## config.mk

```make
export PLATFORM = sky130hd
export DESIGN_NAME = hex_display_scanner
export DESIGN_NICKNAME = d
export VERILOG_FILES = /design/src/rtl/hex_display_pkg.sv /design/src/rtl/scan_tick_gen.sv /design/src/rtl/hex_display_scanner.sv
export SDC_FILE = /design/constraint.sdc
export NUM_CORES = 1
export LEC_CHECK = 0
export BUFFER_PORTS_ARGS = -buffer_cell sky130_fd_sc_hd__buf_2
export CORE_MARGIN = 8
export CORE_UTILIZATION = 35
export CTS_BUF_LIST = sky130_fd_sc_hd__clkbuf_16
export CTS_CLUSTER_DIAMETER = 50
export DETAILED_ROUTE_END_ITERATION = 7
export SLEW_MARGIN = 15
export SYNTH_ARGS = -nofsm -noshare
export SYNTH_HDL_FRONTEND = slang
export SYNTH_HIERARCHICAL = 1
export SYNTH_SLANG_ARGS = --single-unit
export TNS_END_PERCENT = 50
```

## constraint.sdc

```tcl
create_clock -name i_clk -period 3.6 [get_ports i_clk]
set_input_delay 0.72 -clock i_clk [delete_from_list [all_inputs] [get_ports i_clk]]
set_output_delay 0.72 -clock i_clk [all_outputs]
set_load 0.03 [all_outputs]
```

## src/rtl/hex_display_pkg.sv

```systemverilog
// Shared defaults, constants and width helper for the hex display scanner.
package hex_display_pkg;

    localparam int DEF_NUM_DIGITS = 8;
    localparam int DEF_PRESCALE   = 50000;

    // Every digit enable deasserted (common-anode, active-low); sliced to NUM_DIGITS by users.
    localparam logic [7:0] DIGIT_OFF = 8'hFF;

    // Ceiling log2, used to size the prescaler and digit index.
    function automatic int clog2(input int value);
        int w;
        w = 0;
        while ((1 << w) < value) begin
            w = w + 1;
        end
        return w;
    endfunction

endpackage

```

## src/rtl/scan_tick_gen.sv

```systemverilog
// Slot prescaler: counts 0..PRESCALE-1 and asserts a one-cycle tick on the last count.
module scan_tick_gen
    import hex_display_pkg::*;
#(
    parameter int PRESCALE = DEF_PRESCALE
) (
    input  logic i_clk,
    input  logic i_rst,
    output logic o_tick
);

    localparam int                CNT_W = clog2(PRESCALE);
    localparam logic [CNT_W-1:0]  LAST  = CNT_W'(PRESCALE - 1);

    logic [CNT_W-1:0] r_count;

    assign o_tick = (r_count == LAST);

    // Free-running slot counter, wrapping on the tick cycle.
    always_ff @(posedge i_clk or posedge i_rst) begin
        if (i_rst) begin
            r_count <= '0;
        end else if (o_tick) begin
            r_count <= '0;
        end else begin
            r_count <= r_count + CNT_W'(1);
        end
    end

endmodule

```

## src/rtl/hex_display_scanner.sv

```systemverilog
// Time-multiplexes a captured hex value across common-anode digits, one nibble per
// scan slot, with frame-aligned value updates and optional leading-zero blanking.
module hex_display_scanner
    import hex_display_pkg::*;
#(
    parameter int NUM_DIGITS = DEF_NUM_DIGITS,
    parameter int PRESCALE   = DEF_PRESCALE
) (
    input  logic                    i_clk,
    input  logic                    i_rst,
    input  logic                    i_load,
    input  logic [4*NUM_DIGITS-1:0] i_value,
    input  logic                    i_blank_lz,
    output logic [3:0]              o_nibble,
    output logic [NUM_DIGITS-1:0]   o_digit_an,
    output logic                    o_seg_blank,
    output logic                    o_frame_start
);

    localparam int                   VAL_W    = 4 * NUM_DIGITS;
    localparam int                   IDX_W    = clog2(NUM_DIGITS);
    localparam logic [IDX_W-1:0]     LAST_IDX = IDX_W'(NUM_DIGITS - 1);
    localparam logic [NUM_DIGITS-1:0] AN_OFF  = DIGIT_OFF[NUM_DIGITS-1:0];

    logic                  w_tick;
    logic                  w_wrap;
    logic [IDX_W-1:0]      w_idx_next;
    logic [VAL_W-1:0]      w_disp_next;
    logic [VAL_W-1:0]      w_shifted;
    logic                  w_blank;
    logic [NUM_DIGITS-1:0] w_an_lit;

    logic [IDX_W-1:0]      r_idx;
    logic [VAL_W-1:0]      r_disp;
    logic [VAL_W-1:0]      r_pend;
    logic                  r_pend_valid;

    scan_tick_gen #(
        .PRESCALE (PRESCALE)
    ) u_tick (
        .i_clk  (i_clk),
        .i_rst  (i_rst),
        .o_tick (w_tick)
    );

    // Index the next slot will show; the wrap back to digit 0 marks a frame boundary.
    assign w_idx_next = (r_idx == LAST_IDX) ? '0 : r_idx + IDX_W'(1);
    assign w_wrap     = w_tick && (r_idx == LAST_IDX);

    // Display value as it will be after this cycle; a load on the wrap tick bypasses the pending copy.
    assign w_disp_next = !w_wrap     ? r_disp  :
                         i_load       ? i_value :
                         r_pend_valid ? r_pend  : r_disp;

    // Shifting the selected nibble down to bit 0 gives both the nibble and the
    // "everything from this digit upward is zero" test used for blanking.
    assign w_shifted = w_disp_next >> {w_idx_next, 2'b00};
    assign w_blank   = i_blank_lz && (w_idx_next != '0) && (w_shifted == '0);
    assign w_an_lit  = ~(NUM_DIGITS'(1) << w_idx_next);

    // Scan position advances once per slot.
    always_ff @(posedge i_clk or posedge i_rst) begin
        if (i_rst) begin
            r_idx <= '0;
        end else if (w_tick) begin
            r_idx <= w_idx_next;
        end
    end

    // Loads land in a pending register and are promoted only at frame start, so a frame never tears.
    always_ff @(posedge i_clk or posedge i_rst) begin
        if (i_rst) begin
            r_disp       <= '0;
            r_pend       <= '0;
            r_pend_valid <= 1'b0;
        end else if (w_wrap) begin
            r_disp       <= w_disp_next;
            r_pend_valid <= 1'b0;
            if (i_load) begin
                r_pend <= i_value;
            end
        end else if (i_load) begin
            r_pend       <= i_value;
            r_pend_valid <= 1'b1;
        end
    end

    // Registered drive to the decoder and digit enables, refreshed once per slot.
    always_ff @(posedge i_clk or posedge i_rst) begin
        if (i_rst) begin
            o_nibble      <= 4'h0;
            o_digit_an    <= AN_OFF;
            o_seg_blank   <= 1'b1;
            o_frame_start <= 1'b0;
        end else if (w_tick) begin
            o_nibble      <= w_shifted[3:0];
            o_digit_an    <= w_blank ? AN_OFF : w_an_lit;
            o_seg_blank   <= w_blank;
            o_frame_start <= (w_idx_next == '0);
        end else begin
            o_frame_start <= 1'b0;
        end
    end

endmodule

```

# --- Word-level counts from Yosys, hierarchy flattened ---
# Index checks and enable logic that the tools add are counted.
word_totals:
  latch_bits: 0
  in_bits: 36
  reg_bits: 98
  rom_bits: 0
  memories: 0
  ramBits: 0
  word_cells: 32
classes:
  n_lt_le_gt_ge: 0
  mux: 9
  mul: 0
  shifts: 2
  n_eq_ne: 2
  n_addsub: 2
  n_reduce_logical: 7
  bitwise_logic: 1
  div: 0
op_table:
  columns: ["op", "count"]
  rows:
  - ["32-bit 2-to-1 mux", 3]
  - ["32-bit logical NOT", 1]
  - ["32-bit by 5-bit >> shifter with 32-bit output", 1]
  - ["16-bit by 1-bit adder with 16-bit output (second input constant)", 1]
  - ["16-bit == test (second input constant)", 1]
  - ["16-bit 2-to-1 mux", 1]
  - ["8-bit 2-to-1 mux", 1]
  - ["8-bit NOT", 1]
  - ["1-bit by 3-bit << shifter with 8-bit output (first input constant)", 1]
  - ["3-bit by 1-bit adder with 3-bit output (second input constant)", 1]
  - ["3-bit == test (second input constant)", 1]
  - ["1-bit logical AND", 3]
  - ["3-bit logical NOT", 1]
  - ["1-bit 2-to-1 mux", 3]
  - ["3-bit 2-to-1 mux", 1]
  - ["3-bit nonzero test", 1]
  - ["2-bit nonzero test", 1]

# --- Longest topological paths before layout ---
depth:
  depth_word: 7
  depth_mapped: 13
  depth_no_buf: 11

# --- By module ---
# The synthesis kept the hierarchy.
by_module_without_submodules:
  columns: ["mod", "seq_area_each_um2", "area_each_um2", "n_inst", "cells_each"]
  rows:
  - ["hex_display_scanner", 2063.2, 4479.3, 1, 479]
  - ["scan_tick_gen", 400.4, 757.0, 1, 68]

# --- Worst setup path after synthesis ---
# No wires, ideal clock.
synth_timing:
  path_kind: "flip-flop to flip-flop"
  from: "register u_tick.r_count[4]"
  to: "register o_digit_an[1]"
  arrival_ns: 3.378
  setup_slack_ns: 0.149
  t_required_ns: 3.527
  path_stages_with_launch: 12
  synth_period_minus_slack_ns: 3.451
  n_path_buf: 1
  cell_sequence: "dfrtp_1 > or4b_4 > nor4_4 > buf_2 > nand3_1 > o22ai_1 > a21oi_1 > o31a_1 > o31a_1 > nor4b_2 > a311oi_1 > a21oi_1"
synth_between:
  elab_chain_len: 7
synth_rtl:
  columns: ["element", "line", "text"]
  rows:
  - ["from (decl)", "scan_tick_gen.sv:15", "logic [CNT_W-1:0] r_count;"]
  - ["from (signal assigned)", "scan_tick_gen.sv:26", "r_count <= r_count + CNT_W'(1);"]
  - ["16-bit == test (*)", "scan_tick_gen.sv:17", "assign o_tick = (r_count == LAST);"]
  - ["named net w_tick", "hex_display_scanner.sv:25", "logic w_tick;"]
  - ["1-bit logical AND", "hex_display_scanner.sv:48", "assign w_wrap = w_tick && (r_idx == LAST_IDX);"]
  - ["32-bit 2-to-1 mux", "hex_display_scanner.sv:51", "assign w_disp_next = !w_wrap ? r_disp :"]
  - ["32-bit by 5-bit >> shifter with 32-bit output", "hex_display_scanner.sv:57", "assign w_shifted = w_disp_next >> {w_idx_next, 2'b00};"]
  - ["32-bit logical NOT", "hex_display_scanner.sv:58", "assign w_blank = i_blank_lz && (w_idx_next != '0) && (w_shifted == '0);"]
  - ["1-bit logical AND", "hex_display_scanner.sv:58", null]
  - ["8-bit 2-to-1 mux", "hex_display_scanner.sv:97", "o_digit_an <= w_blank ? AN_OFF : w_an_lit;"]
  - ["to (signal assigned)", "hex_display_scanner.sv:97", null]
  - ["to (decl)", "hex_display_scanner.sv:15", "output logic [NUM_DIGITS-1:0] o_digit_an,"]
# Mark *: on every way through the listed nets, which the timed path passes. The rest lies on a longest branch.
# A chain may end at the register's enable or synchronous reset.

# --- Final worst setup path ---
layout_timing:
  from: "register u_tick.r_count[12]"
  to: "register o_digit_an[3]"
# Same word-level chain as after synthesis.

==> results.yml <==
outcome:
  outcome: "finished clean"
power:
  post-layout-total-power_mw: 2.30
  internal-power_mw: 1.75
  power.net_switching_mw: 0.555
  power_per_cell_area_nw_per_um2: 361
  irDropWorstVdd_uv: 310
  share_comb_of_total_power_pct: 7.0
  p_sw_share_pct: 24.1
  power.leakage_nw: 2.91
  p_seq_share_pct: 50.8
  clock_power_share_pct: 42.2
logic_synthesis:
  synthArstFlopShare_pct: 100
  synth.largest_area_cell: "dfrtp_1"
  post_synth_main_area_contributors: "dfrtp_1, o22ai_1, dfstp_2"
  post_synthesis_sequential_area_ratio_pct: 47.0
  synthesis.area_per_instance_um2: 9.57
  synthesis.area_um2: 5240
  ys.warnings.count: 6
  ys_dominant_reg_cell: "dfrtp_1"
  ys_ff_latch: 98
  synth_edf_count: 0
  synth_cells: 547
  synthesis.nets: 590
  synth.lib_cells_used.distinct: 63
  synth_top_area_share_pct: 42.5
floorplan:
  die-height_um: 138
  initial_utilization_pct: 35.9
  fp.dieArea_um2: 19100
  die_extent_in_x_um: 138
  fp-row-count: 44
  placeableCoreArea_um2: 14600
  boundaryPins: 50
cts:
  cts_tree: "yes"
  root_buffer: "clkbuf_16"
  tritoncts_num_sinks: 98
  cts_inserted_buffers: 9
  cts_htree_levels: 3
  ctsLongestPathBuffers: 2
  worst_skew_pair.late_latency_ns: 0.36
  cts.reportedPaths.clkPinSlew_ns: 0.07
worst_setup_path:
  critPathArrivalTime_ns: 3.77
  worstSetupStartpointType: "flip-flop"
  timing.critical_path.to_type: "flip-flop"
  crit_path_leading_delay_family: "simple AND/OR/NAND/NOR gates"
  crit_buf_inv: 3
  cp.required_ns: 3.88
  worstSetupPathType: "reg2reg"
  timing.critical_path.slowest_stage_cell: "or4bb_4"
  max_stage_delay_ns: 0.56
  crit_path_frequent_cell: "buf_4"
  critPathMaxFanout: 7
  timing.critical_path.cells: "or4bb_4 > nor4_4 > buf_4 > o211ai_2 > buf_6 > buf_4 > a211oi_2 > o32ai_1 > or3_1 > nor4b_4 > a311oi_2 > a21oi_1"
route:
  routed_wirelength_um: 15700
  dr.first_iter.drc_count: 377
  detail_route.vias_per_cell: 5.74
  wire_per_inst_um: 19.4
  dr.pass1.iters: 5
  detail-route-antenna-nets: 0
  route.vias.total: 4655
  drc: 0
grt:
  grt.overflow.total: 0
  grt_util_all_layers_pct: 16.1
  grt_pass1_vias: 4690
  antenna_found_initial: 0
  grt_max_degree: 61
  global_route_wire_length_before_repair_um: 25200
final_layout:
  layout.cells.most_common: "dfrtp_1"
  mostFrequentLayoutCells: "dfrtp_1, buf_2, nor2_1, buf_4, o22ai_1"
  nFillCells: 1392
  fin_nets: 665
  antenna_cells: 0
  drive_gt1_share_pct: 28.1
  post_synthesis_to_final_layout_area_growth_pct: 22.0
  utilization_pct: 43.8
timing:
  worst_margin_slew_ns: 0.786
  fin_tns_setup_ns: 0
  final_critical_path_setup_slack_ns: 0.110
  slew_headroom_pct: 47.6
  timing_max_transition_violations_final: 0
  finalCritPeriodShare_pct: 96.9
  timing.final.hold_violations: 0
  period_minus_slack_ns: 3.49
  max_frequency_mhz: 287
  final.setup_skew_ns: 0.0102
  final-setup-viol-count: 0
job:
  drv_cap: 0
min_path:
  hold_path.class: "in2async"
place:
  pre_cts_worst_setup_slack_ns: -0.0461
  numPortBuffers: 49
  gp_congestion: 0.922
  place.detailed.hpwl_um: 11400
## logic make-up after synthesis
group                      after synthesis  synth area share [%]
and+or+nand+nor                        162                  16.8
AOI/OAI and AO/OA                      182                  22.2
buffers and inverters                   58                  4.47
xor gates and xnor gates                12                  2.01
DFF                                     98                  47.0
adders and majority gates                7                  1.67
muxes                                   28                  5.85
## registers in the layout (all words and copies together) (netlist names)
name            flops
r_idx               3
u_tick/r_count     16
r_pend             32
o_frame_start       1
r_pend_valid        1
o_nibble            4
r_disp             32
o_seg_blank         1
o_digit_an          8
## cells in the mapped netlist (all sizes together) (3+ instances only)
library cell / n
dfstp: 9
nand2b: 3
clkbuf: 17
and3: 7
or3: 6
or2: 4
nand3: 8
or3b: 3
a21o: 11
a311oi: 4
ha: 7
o22ai: 44
nor3b: 7
a31oi: 8
a211oi: 8
nand2: 36
nor4: 7
nor2b: 3
nand3b: 12
mux2: 21
a21oi: 43
o21a: 3
a22oi: 3
xnor2: 5
a2111oi: 3
nor3: 3
dfrtp: 89
o21ai: 32
inv: 22
buf: 19
nor2: 47
mux2i: 7
nand4: 6
xor2: 7
## power by group through the flow
| stage | Sequential [mW] | Clock, mW | Combinational, mW |
|---|---|---|---|
| floorplan | 1.18 | 0 | 0.0989 |
| global placement | 1.19 | 0 | 0.155 |
| detailed placement | 1.19 | 0 | 0.159 |
| CTS | 1.17 | 0.997 | 0.159 |
| global route | 1.17 | 1.04 | 0.179 |
| finish | 1.17 | 0.973 | 0.160 |
## stage by stage
stage	hold slack, ns	cells	instance area (um^2)
floorplan	0.458	547	5240
global placement	0.473	790	5940
detailed placement	0.477	790	5940
CTS	0.449	806	6260
global route	0.500	811	6390
finish	0.445	811	6390
## worst reg2reg max path: stages (launching register included)
cell and delay (ns):
dfrtp_1 0.38, or4bb_4 0.56, nor4_4 0.26, buf_4 0.19, o211ai_2 0.17, buf_6 0.20, buf_4 0.13, a211oi_2 0.29
o32ai_1 0.14, or3_1 0.42, nor4b_4 0.31, a311oi_2 0.17, a21oi_1 0.18
## routing by layer
metal  up-vias  routed length, um  GRT usage (%)
li1       2177                  -              -
met1      2291               6890           20.3
met2       157               7550           25.9
met3        30                920           4.49
met4         0                348           5.55
met5         -                  0              0
## repair_timing
item                       CTS  global route
setup endpoints to repair    5             8
gates resized for setup      4            20
cloned                       0             1
hold buffers                 0             0
pin swaps                    0            13
setup buffers                0             4
## area by class of cell
cell class                 instances  area, um^2  share of cell area, %
clock buffer                       9         225                   3.52
sequential                        98        2460                   38.6
tap                              184         230                   3.60
clock inverter                     7        68.8                   1.08
multi-input combinational        391        2650                   41.4
timing repair buffer             100         671                   10.5
inverter                          22        85.1                   1.33
## final timing paths
check	start	endpoint	slack (ns)	cells past startpoint
worst min-delay path	i_rst	u_tick/r_count[1]	0.45	2
worst min register to register	o_digit_an[4]	o_digit_an[4]	0.49	2
worst max-delay path	u_tick/r_count[12]	o_digit_an[3]	0.11	12
worst max register to register	u_tick/r_count[12]	o_digit_an[3]	0.11	12
min in group i_clk	o_digit_an[4]	o_digit_an[4]	0.49	2
max in group asynchronous	i_rst	r_disp[18]	2.38	3
Power figures use the tool's default switching activity.
